===== src/rtl/ram_log_reader_if.sv =====
// Bundle of control, RAM read-port and stream signals for ram_log_reader.
// The master modport is the reader; slave is the surrounding system.
interface ram_log_reader_if #(
  parameter int RAM_WIDTH = 32,
  parameter int RAM_DEPTH = 32768
);
  localparam int ADDR_W = $clog2(RAM_DEPTH);

  logic                 i_start;
  logic [ADDR_W-1:0]    i_start_adrs;
  logic [ADDR_W:0]      i_num_words;
  logic                 i_abort;
  logic                 o_ram_en_read;
  logic [ADDR_W-1:0]    o_ram_read_adrs;
  logic [RAM_WIDTH-1:0] i_ram_data;
  logic [RAM_WIDTH-1:0] o_data;
  logic                 o_valid;
  logic                 i_ready;
  logic                 o_last;
  logic                 o_busy;
  logic                 o_done;
  logic [ADDR_W:0]      o_words_sent;
  logic [RAM_WIDTH-1:0] o_checksum;

  modport master (
    input  i_start, i_start_adrs, i_num_words, i_abort, i_ram_data, i_ready,
    output o_ram_en_read, o_ram_read_adrs, o_data, o_valid, o_last, o_busy,
           o_done, o_words_sent, o_checksum
  );

  modport slave (
    output i_start, i_start_adrs, i_num_words, i_abort, i_ram_data, i_ready,
    input  o_ram_en_read, o_ram_read_adrs, o_data, o_valid, o_last, o_busy,
           o_done, o_words_sent, o_checksum
  );
endinterface


===== src/rtl/ram_log_reader.sv =====
// Reads a burst of consecutive log RAM words and streams them over valid/ready.
// Optional feature macro: RAM_LOG_READER_CHECKSUM_EN (running sum of accepted words).
module ram_log_reader #(
  parameter int RAM_WIDTH = 32,
  parameter int RAM_DEPTH = 32768
) (
  input  logic               clk,
  input  logic               i_reset,
  ram_log_reader_if.master   bus
);
  localparam int ADDR_W = $clog2(RAM_DEPTH);
  localparam logic [ADDR_W:0]   NUM_MAX   = (ADDR_W+1)'(RAM_DEPTH);
  localparam logic [ADDR_W:0]   NUM_ONE   = (ADDR_W+1)'(1);
  localparam logic [ADDR_W:0]   NUM_ZERO  = '0;
  localparam logic [ADDR_W-1:0] ADDR_LAST = ADDR_W'(RAM_DEPTH-1);
  localparam logic [ADDR_W-1:0] ADDR_ONE  = ADDR_W'(1);

  typedef enum logic [2:0] {IDLE, REQ, CAPT, SEND, DONE} state_e;

  state_e               state_q;
  logic [ADDR_W-1:0]    addr_q;
  logic [ADDR_W-1:0]    rd_adrs_q;
  logic [ADDR_W:0]      remaining_q;
  logic [ADDR_W:0]      words_q;
  logic [RAM_WIDTH-1:0] data_q;
  logic                 en_q;
  logic                 valid_q;
  logic                 last_q;
  logic                 busy_q;
  logic                 done_q;

  logic                 start_acc;
  logic                 handshake;
  logic [ADDR_W:0]      num_sat;
  logic [ADDR_W-1:0]    addr_next;

  assign start_acc = (state_q == IDLE) && bus.i_start;
  assign handshake = (state_q == SEND) && valid_q && bus.i_ready && !bus.i_abort;
  assign num_sat   = (bus.i_num_words > NUM_MAX) ? NUM_MAX : bus.i_num_words;
  assign addr_next = (addr_q == ADDR_LAST) ? '0 : addr_q + ADDR_ONE;

  // Abort wins over everything except a fresh start taken in IDLE.
  always_ff @(posedge clk or posedge i_reset) begin
    if (i_reset) begin
      state_q     <= IDLE;
      addr_q      <= '0;
      rd_adrs_q   <= '0;
      remaining_q <= '0;
      words_q     <= '0;
      data_q      <= '0;
      en_q        <= 1'b0;
      valid_q     <= 1'b0;
      last_q      <= 1'b0;
      busy_q      <= 1'b0;
      done_q      <= 1'b0;
    end else if (bus.i_abort && state_q != IDLE) begin
      state_q <= IDLE;
      en_q    <= 1'b0;
      valid_q <= 1'b0;
      last_q  <= 1'b0;
      busy_q  <= 1'b0;
      done_q  <= 1'b0;
    end else begin
      case (state_q)
        IDLE: begin
          if (start_acc) begin
            words_q <= '0;
            busy_q  <= 1'b1;
            if (num_sat == NUM_ZERO) begin
              state_q <= DONE;
              done_q  <= 1'b1;
            end else begin
              state_q     <= REQ;
              addr_q      <= bus.i_start_adrs;
              rd_adrs_q   <= bus.i_start_adrs;
              remaining_q <= num_sat;
              en_q        <= 1'b1;
            end
          end
        end
        REQ: begin
          en_q    <= 1'b0;
          state_q <= CAPT;
        end
        CAPT: begin
          data_q  <= bus.i_ram_data;
          valid_q <= 1'b1;
          last_q  <= (remaining_q == NUM_ONE);
          state_q <= SEND;
        end
        SEND: begin
          if (handshake) begin
            valid_q <= 1'b0;
            last_q  <= 1'b0;
            words_q <= words_q + NUM_ONE;
            if (remaining_q == NUM_ONE) begin
              state_q <= DONE;
              done_q  <= 1'b1;
            end else begin
              state_q     <= REQ;
              addr_q      <= addr_next;
              rd_adrs_q   <= addr_next;
              remaining_q <= remaining_q - NUM_ONE;
              en_q        <= 1'b1;
            end
          end
        end
        DONE: begin
          done_q  <= 1'b0;
          busy_q  <= 1'b0;
          state_q <= IDLE;
        end
        default: state_q <= IDLE;
      endcase
    end
  end

`ifdef RAM_LOG_READER_CHECKSUM_EN
  logic [RAM_WIDTH-1:0] sum_q;

  always_ff @(posedge clk or posedge i_reset) begin
    if (i_reset) begin
      sum_q <= '0;
    end else if (start_acc) begin
      sum_q <= '0;
    end else if (handshake) begin
      sum_q <= sum_q + data_q;
    end
  end

  assign bus.o_checksum = sum_q;
`else
  assign bus.o_checksum = '0;
`endif

  assign bus.o_ram_en_read   = en_q;
  assign bus.o_ram_read_adrs = rd_adrs_q;
  assign bus.o_data          = data_q;
  assign bus.o_valid         = valid_q;
  assign bus.o_last          = last_q;
  assign bus.o_busy          = busy_q;
  assign bus.o_done          = done_q;
  assign bus.o_words_sent    = words_q;
endmodule


===== src/flat_wrapper.sv =====
// flat-port wrapper written by rule: the top's interface ports become plain ports
module ram_log_reader_flat 
#(
  parameter int RAM_WIDTH = 32,
  parameter int RAM_DEPTH = 32768
)
  (clk, i_reset, bus_i_start, bus_i_start_adrs, bus_i_num_words, bus_i_abort, bus_i_ram_data, bus_i_ready, bus_o_ram_en_read, bus_o_ram_read_adrs, bus_o_data, bus_o_valid, bus_o_last, bus_o_busy, bus_o_done, bus_o_words_sent, bus_o_checksum);
  ram_log_reader_if #(.RAM_WIDTH(RAM_WIDTH), .RAM_DEPTH(RAM_DEPTH)) bus_i ();
  input  logic clk;
  input  logic i_reset;
  input wire logic [$bits(bus_i.i_start)-1:0] bus_i_start;
  input wire logic [$bits(bus_i.i_start_adrs)-1:0] bus_i_start_adrs;
  input wire logic [$bits(bus_i.i_num_words)-1:0] bus_i_num_words;
  input wire logic [$bits(bus_i.i_abort)-1:0] bus_i_abort;
  input wire logic [$bits(bus_i.i_ram_data)-1:0] bus_i_ram_data;
  input wire logic [$bits(bus_i.i_ready)-1:0] bus_i_ready;
  output wire logic [$bits(bus_i.o_ram_en_read)-1:0] bus_o_ram_en_read;
  output wire logic [$bits(bus_i.o_ram_read_adrs)-1:0] bus_o_ram_read_adrs;
  output wire logic [$bits(bus_i.o_data)-1:0] bus_o_data;
  output wire logic [$bits(bus_i.o_valid)-1:0] bus_o_valid;
  output wire logic [$bits(bus_i.o_last)-1:0] bus_o_last;
  output wire logic [$bits(bus_i.o_busy)-1:0] bus_o_busy;
  output wire logic [$bits(bus_i.o_done)-1:0] bus_o_done;
  output wire logic [$bits(bus_i.o_words_sent)-1:0] bus_o_words_sent;
  output wire logic [$bits(bus_i.o_checksum)-1:0] bus_o_checksum;
  assign bus_i.i_start = bus_i_start;
  assign bus_i.i_start_adrs = bus_i_start_adrs;
  assign bus_i.i_num_words = bus_i_num_words;
  assign bus_i.i_abort = bus_i_abort;
  assign bus_i.i_ram_data = bus_i_ram_data;
  assign bus_i.i_ready = bus_i_ready;
  assign bus_o_ram_en_read = bus_i.o_ram_en_read;
  assign bus_o_ram_read_adrs = bus_i.o_ram_read_adrs;
  assign bus_o_data = bus_i.o_data;
  assign bus_o_valid = bus_i.o_valid;
  assign bus_o_last = bus_i.o_last;
  assign bus_o_busy = bus_i.o_busy;
  assign bus_o_done = bus_i.o_done;
  assign bus_o_words_sent = bus_i.o_words_sent;
  assign bus_o_checksum = bus_i.o_checksum;
  ram_log_reader #(.RAM_WIDTH(RAM_WIDTH), .RAM_DEPTH(RAM_DEPTH)) u_core (.clk(clk), .i_reset(i_reset), .bus(bus_i));
endmodule

===== config.mk =====
export PLATFORM = sky130hd
export DESIGN_NAME = ram_log_reader_flat
export DESIGN_NICKNAME = d
export VERILOG_FILES = /design/src/rtl/ram_log_reader_if.sv /design/src/rtl/ram_log_reader.sv /design/src/flat_wrapper.sv
export SDC_FILE = /design/constraint.sdc
export NUM_CORES = 1
export LEC_CHECK = 0
export ABC_AREA = 1
export CAP_MARGIN = 20
export CORE_MARGIN = 2
export CORE_UTILIZATION = 42
export DETAILED_ROUTE_END_ITERATION = 12
export PLACE_DENSITY = 0.76
export SYNTH_ARGS = -nofsm -noshare
export SYNTH_HDL_FRONTEND = slang
export SYNTH_SLANG_ARGS = --single-unit

===== constraint.sdc =====
create_clock -name clk -period 3 [get_ports clk]
set_input_delay 0.6 -clock clk [delete_from_list [all_inputs] [get_ports clk]]
set_output_delay 0.6 -clock clk [all_outputs]
set_load 0.005 [all_outputs]

==> results of run 1 <==
## kinds of logic after synthesis
kind of cell,share of synthesized area (%)
AOI/OAI and AO/OA,4.765
xor gates and xnor gates,1.179
adders and majority gates,0.9627
buffers and inverters,11.22
DFF,41.88
muxes,6.931
other,0.07213
and+or+nand+nor,33.00
## power by group through the flow
stage / logic [mW] / registers (mW) / clock network (mW)
6_report: 2.92 / 2.03 / 1.15
5_1_grt: 3.27 / 2.09 / 1.23
2_1_floorplan: 1.81 / 1.98 / 0
4_1_cts: 2.95 / 2.02 / 1.19
3_5_place_dp: 2.93 / 2.04 / 0
3_3_place_gp: 2.88 / 2.02 / 0
## flip-flops by register name, indices dropped and copies added, names as in the netlist
register,count
u_core.bus.o_last,1
u_core.bus.o_data,32
u_core.bus.o_words_sent,16
u_core.remaining_q,16
u_core.bus.o_valid,1
u_core.bus.o_done,1
u_core.bus.o_ram_en_read,1
u_core.state_q,3
u_core.addr_q,15
u_core.bus.o_busy,1
## critical path, cell delays in order
cell and delay (ns):
clkdlybuf4s50_1 0.45, inv_1 0.10, nand3_1 0.09, nand2_1 0.14
nand2_2 0.12, nor2_4 0.13, nand3_4 0.09, inv_2 0.42
nand2_1 0.11, nand2_1 0.09
## stage by stage
stage / hold slack [ns] / setup WS (ns) / cells / area [um^2] / utilization [%]
6_report: 0.4176 / 0.9279 / 995 / 6893 / 57.15
5_1_grt: 0.4158 / 0.6444 / 995 / 6893 / 57.15
4_1_cts: 0.4036 / 0.9400 / 995 / 6893 / 57.15
3_5_place_dp: 0.4674 / 0.5871 / 979 / 6585 / 54.60
3_3_place_gp: 0.4648 / 0.6228 / 979 / 6585 / 54.60
2_1_floorplan: 0.4488 / 0.1498 / 721 / 5315 / -
## final cells by class
cell class	instances	area, um^2	share of cell area, %
tap	168	210.2	3.050
clock inverter	5	65.06	0.9439
timing repair buffer	142	1416	20.55
sequential	87	2177	31.58
inverter	60	226.5	3.286
clock buffer	11	242.7	3.522
multi-input combinational	522	2555	37.07
## path summary, 6_finish.rpt
kind	depth (start not counted)	startpoint	endpoint	slack, ns
max in group asynchronous	3	i_reset	u_core.remaining_q[6]$_DFFE_PP0P_	1.93
setup reg to reg	10	u_core.addr_q[0]$_DFFE_PP0P_	u_core.addr_q[11]$_DFFE_PP0P_	0.95
min in group clk	2	u_core.bus.o_done$_DFFE_PP0P_	u_core.bus.o_done$_DFFE_PP0P_	0.48
hold reg to reg	2	u_core.bus.o_done$_DFFE_PP0P_	u_core.bus.o_done$_DFFE_PP0P_	0.48
setup / recovery	10	bus_i_abort	u_core.addr_q[4]$_DFFE_PP0P_	0.93
hold / removal	2	i_reset	u_core.bus.o_data[13]$_DFFE_PP0P_	0.42
## cells in the final DEF (no fill, tap or decap), types with 5 or more instances in the layout
master           netlist  layout
a21oi_1                9       9
nand2_1              230     230
inv_2                  6       6
buf_4                 33       6
nor3_1                10      10
nor2_1                60      60
clkdlybuf4s50_1        0     135
nand4_1               22      22
clkbuf_16              0       9
mux2_2                32      32
o21ai_0               27      27
xor2_1                 5       5
dfrtp_1               87      87
nand3_1               67      67
conb_1                 1      32
inv_1                 54      53
## synth_stat cells, types with 3 or more instances
cell and count:
inv_2 6, nand2_1 230, inv_1 54, buf_4 33, o21bai_1 3, nor2_1 60, xor2_1 5, nand4_1 22
a21o_1 3, clkbuf_1 3, dfrtp_1 87, nand3_1 67, or2_2 4, a21oi_1 9, buf_6 3, nor3_1 10
ha_1 4, buf_2 13, mux2_2 32, o21ai_0 27
## routing by layer
layer | part of all wire [%] | GRT usage, %
met3 | 9.6 | 7.433
met4 | 1.1 | 5.382
met2 | 45 | 32.16
met5 | 0 | 0
met1 | 44 | 26.98
==> results.cfg, run 1 <==
[worst_setup_path]
critPathMaxFanout = 30
cp.arrival_ns = 2.35
path_class = primary input to flip-flop
cp_data_required_time_ns = 3.28
cp-end-kind = flip-flop
startpoint_type = primary input

[pwr]
peakVddDrop_mv = 0.6418
p_leak_nw = 3.261
internal-power_mw = 3.707
p_switching_mw = 2.392
p_clk_share_pct = 18.9
powerDensity_mw_per_mm2 = 884.9
p_sw_share_pct = 39.22
power_frac_seq_pct = 33.2
p_total_mw = 6.100
p_comb_share_pct = 47.9

[routing]
drt_wl_total_um = 12990
ant_nets = 0
vias = 4809
first_pass_iters = 5
drtIter0Drc = 285
routedWlPerCell_um = 13.05
viasPerCell = 4.833
remaining_drc_errors = 0

[die]
initial_core_util_pct = 43.10
die_area_mm2 = 0.01328
die_x_um = 115.3
fp.dieH_um = 115.3
row_count = 40
coreArea_mm2 = 0.01206
pin_count = 168

[global_routing]
grt_pass1_wl_um = 21650
grt_start_max_net_pins = 87
grt_pass1_vias = 4515
antenna_found_initial = 0
grt_overflow_total = 0
grt_use_total_pct = 20.49

[synthesis]
synth_area_leaders = dfrtp_1, nand2_1, mux2_2
synth_top_area_share_pct = 41.88
synthArstFlopShare_pct = 100.0
syn_area_mm2 = 0.005199
yosysUniqueCellTypes = 32
synth_top_area_cell = dfrtp_1
yosysSeqAreaShare_pct = 41.88
ys_warn_count = 0
synthCells = 690
synth_edf_count = 0
synthFlopType = dfrtp_1
syn_avg_cell_area_um2 = 7.534
synth_seq_cells = 87

[placed_design]
port_buffers = 135
dpl.hpwl_um = 9357
routabilityCongestion = 0.8853

[clocking]
cts_resized = 0
cts_tree = yes
cts_root_buf = clkbuf_16
numCtsBuffers = 9
htreeDepth = 3
hold_buffers = 0
clock_latency_ns = 0.35
clk_pin_slew_ns = 0.07
postCtsSetupBuffers = 0
clk_path_buf_depth = 2
cts_sinks = 87

[timing]
setup_viol = 0
timing.final.crit_share_pct = 69.07
fmax_ghz = 0.4826
slew_violations = 0
rsz0062_at_grt = false
setup_tns_ns = 0
finalClockSkew_ns = 0.01024
timing.slew.headroom_pct = 54.83
finalCriticalPeriod_ns = 2.072
hold_viol = 0
worstMarginPinSlew_ns = 0.6723

[layout]
diodes = 0
synthToLayoutAreaGrowth_pct = 32.59
layout.nets = 894
drive_above_1_share_pct = 8.827
fillers = 1127

[flow_run]
max_cap_violations = 0

[outcome]
outcome = finished, final reports clean

[worst_hold_path]
min_path_type = primary input to async pin
(Power assumes the default switching activity.)
==> inputs of run 2 (changes only) <==
Clock period 3 ns to 1.81 ns, I/O delays scaled along.
==> results.cfg, run 2 (same netlist as run 1, synthesis figures left out) <==
[clocking]
cts_root_buf = clkbuf_16
hold_buffers = 0
postCtsSetupBuffers = 0
clock_latency_ns = 0.34
cts_tree = yes
htreeDepth = 3
numCtsBuffers = 9
clk_pin_slew_ns = 0.07
clk_path_buf_depth = 2
cts_sinks = 87

[pwr]
p_leak_nw = 3.441
p_clk_share_pct = 17.0
power_frac_seq_pct = 31.8
internal-power_mw = 6.283
p_comb_share_pct = 51.2
p_sw_share_pct = 39.42
powerDensity_mw_per_mm2 = 1435
peakVddDrop_mv = 0.7586
p_switching_mw = 4.089

[layout]
synthToLayoutAreaGrowth_pct = 39.01
layout.nets = 933
multi_input_area_mm2 = 0.002580
drive_above_1_share_pct = 13.97
largest_reg_flops = 32
diodes = 0
register_area_mm2 = 0.002177
final_cell_mix = nand2_1, clkdlybuf4s50_1, dfrtp_1
fillers = 1087
mostFrequentLayoutCell = nand2_1
finalNonFillerCells = 1034

[placed_design]
routabilityCongestion = 0.8859
port_buffers = 135
dpl.hpwl_um = 9885
dp_cells = 1018

[worst_setup_path]
timing.rr.end = u_core.addr_q[11]$_DFFE_PP0P_
rrSetupSlack_ns = 0.15
slowest_delay_ns = 0.49
worstPathCellList = buf_4 -> clkdlybuf4s50_1
critPathLaunch = u_core.addr_q[9]$_DFFE_PP0P_
startpoint_type = flip-flop
crit_path_top_delay_cell = clkdlybuf4s50_1
path_class = flip-flop to output port
cp_data_required_time_ns = 1.45
cp.arrival_ns = 1.41
crit_family = buffers and inverters
cp-end-kind = output port
critPathMaxFanout = 4
r2r-start = u_core.remaining_q[1]$_DFFE_PP0P_
crit_buf_inv = 2
rr_worst_depth = 9

[global_routing]
grt_start_max_net_pins = 51
grt_use_total_pct = 20.49
grt_pass1_wl_um = 21860
grt_pass1_vias = 4624
grt_overflow_total = 0
antenna_found_initial = 0

[die]
pin_count = 168
fp.dieH_um = 115.3
coreArea_mm2 = 0.01206
initial_core_util_pct = 43.10
die_x_um = 115.3
die_area_mm2 = 0.01328
row_count = 40

[timing]
fmax_ghz = 0.5653
hold_viol = 0
finalClockSkew_ns = 0.006566
finalCriticalPeriod_ns = 1.769
slew_violations = 0
timing.final.crit_share_pct = 97.74
setup_viol = 0
setup_tns_ns = 0

[routing]
first_pass_iters = 5
top_layer_used = met4
viasPerCell = 4.805
wl_met1_um = 5961
vias = 4968
ant_nets = 0
routedWlPerCell_um = 12.96
drtIter0Drc = 316
remaining_drc_errors = 0
met2_length_um = 6110
drt_wl_total_um = 13400
wl_met3_um = 1180

[worst_hold_path]
min_path_type = primary input to async pin

[flow_run]
max_cap_violations = 0

[outcome]
outcome = finished, final reports clean
[run 2: cell types whose count changed in the layout (fill, tap and decap cells not counted), moves of 2 or more]
| cell | delta |
|---|---|
| clkinv_4 | -2 |
| buf_12 | +2 |
| nor2_2 | +5 |
| nor2_1 | -5 |
| buf_4 | +35 |
| buf_6 | +2 |
| clkinvlp_4 | +4 |
[run 2: worst max-delay path by stage]
stage | endpoint | cells past startpoint | slack (ns)
after floorplan | u_core.addr_q[11]$_DFFE_PP0P_ | 10 | 0.19
after global placement | u_core.remaining_q[13]$_DFFE_PP0P_ | 10 | -0.23
after detailed placement | u_core.remaining_q[1]$_DFFE_PP0P_ | 9 | -0.29
after CTS | bus_o_ram_read_adrs[9] | 2 | 0.04
after global routing | u_core.addr_q[5]$_DFFE_PP0P_ | 9 | -0.003
final | bus_o_ram_read_adrs[9] | 2 | 0.04
[run 2: power groups by stage]
stage / registers, mW / logic (mW) / clock network, mW
2_1_floorplan: 3.28 / 3.01 / 0
3_3_place_gp: 3.28 / 5.15 / 0
3_5_place_dp: 3.30 / 5.24 / 0
4_1_cts: 3.28 / 5.28 / 1.81
5_1_grt: 3.40 / 5.89 / 1.89
6_report: 3.30 / 5.31 / 1.77
[run 2: routing by layer]
metal	vias up	global-route usage, %
li1	2507	-
met1	2260	27.64
met2	187	32.59
met3	14	5.799
met4	0	5.462
met5	-	0
[run 2: stage by stage]
step / hold WS, ns / area, um^2 / setup WS (ns) / utilization (%) / power, mW
detailed placement: 0.4824 / 6905 / -0.2875 / 57.25 / 8.542
finish: 0.4452 / 7227 / 0.04092 / 59.92 / 10.37
CTS: 0.4504 / 7192 / 0.04199 / 59.63 / 10.38
floorplan: 0.4488 / 5319 / 0.1901 / - / 6.288
global placement: 0.4687 / 6905 / -0.2291 / 57.25 / 8.423
global route: 0.4800 / 7227 / -0.003241 / 59.92 / 11.18
[run 2: area by class of cell]
cell class                      count  area share (%)
Multi-Input combinational cell    522           35.70
Sequential cell                    87           30.12
Timing Repair Buffer              181           24.10
Clock buffer                       10           3.307
Inverter                           60           3.238
Tap cell                          168           2.909
Clock inverter                      6          0.6233
[run 2: worst reg2reg max path: stages (launching register included)]
cell and delay, ns:
dfrtp_1 0.38, inv_1 0.10, ha_1 0.16, inv_1 0.05, nor3_2 0.20, nand4_1 0.21, nand3_4 0.15, buf_6 0.20
nand2_1 0.09, nand2_1 0.07
[run 2: repair_timing]
| action | 4_1_cts | 5_1_grt |
|---|---|---|
| pin swaps | 0 | 3 |
| resized for setup | 1 | 11 |
| setup endpoints to repair | 3 | 32 |
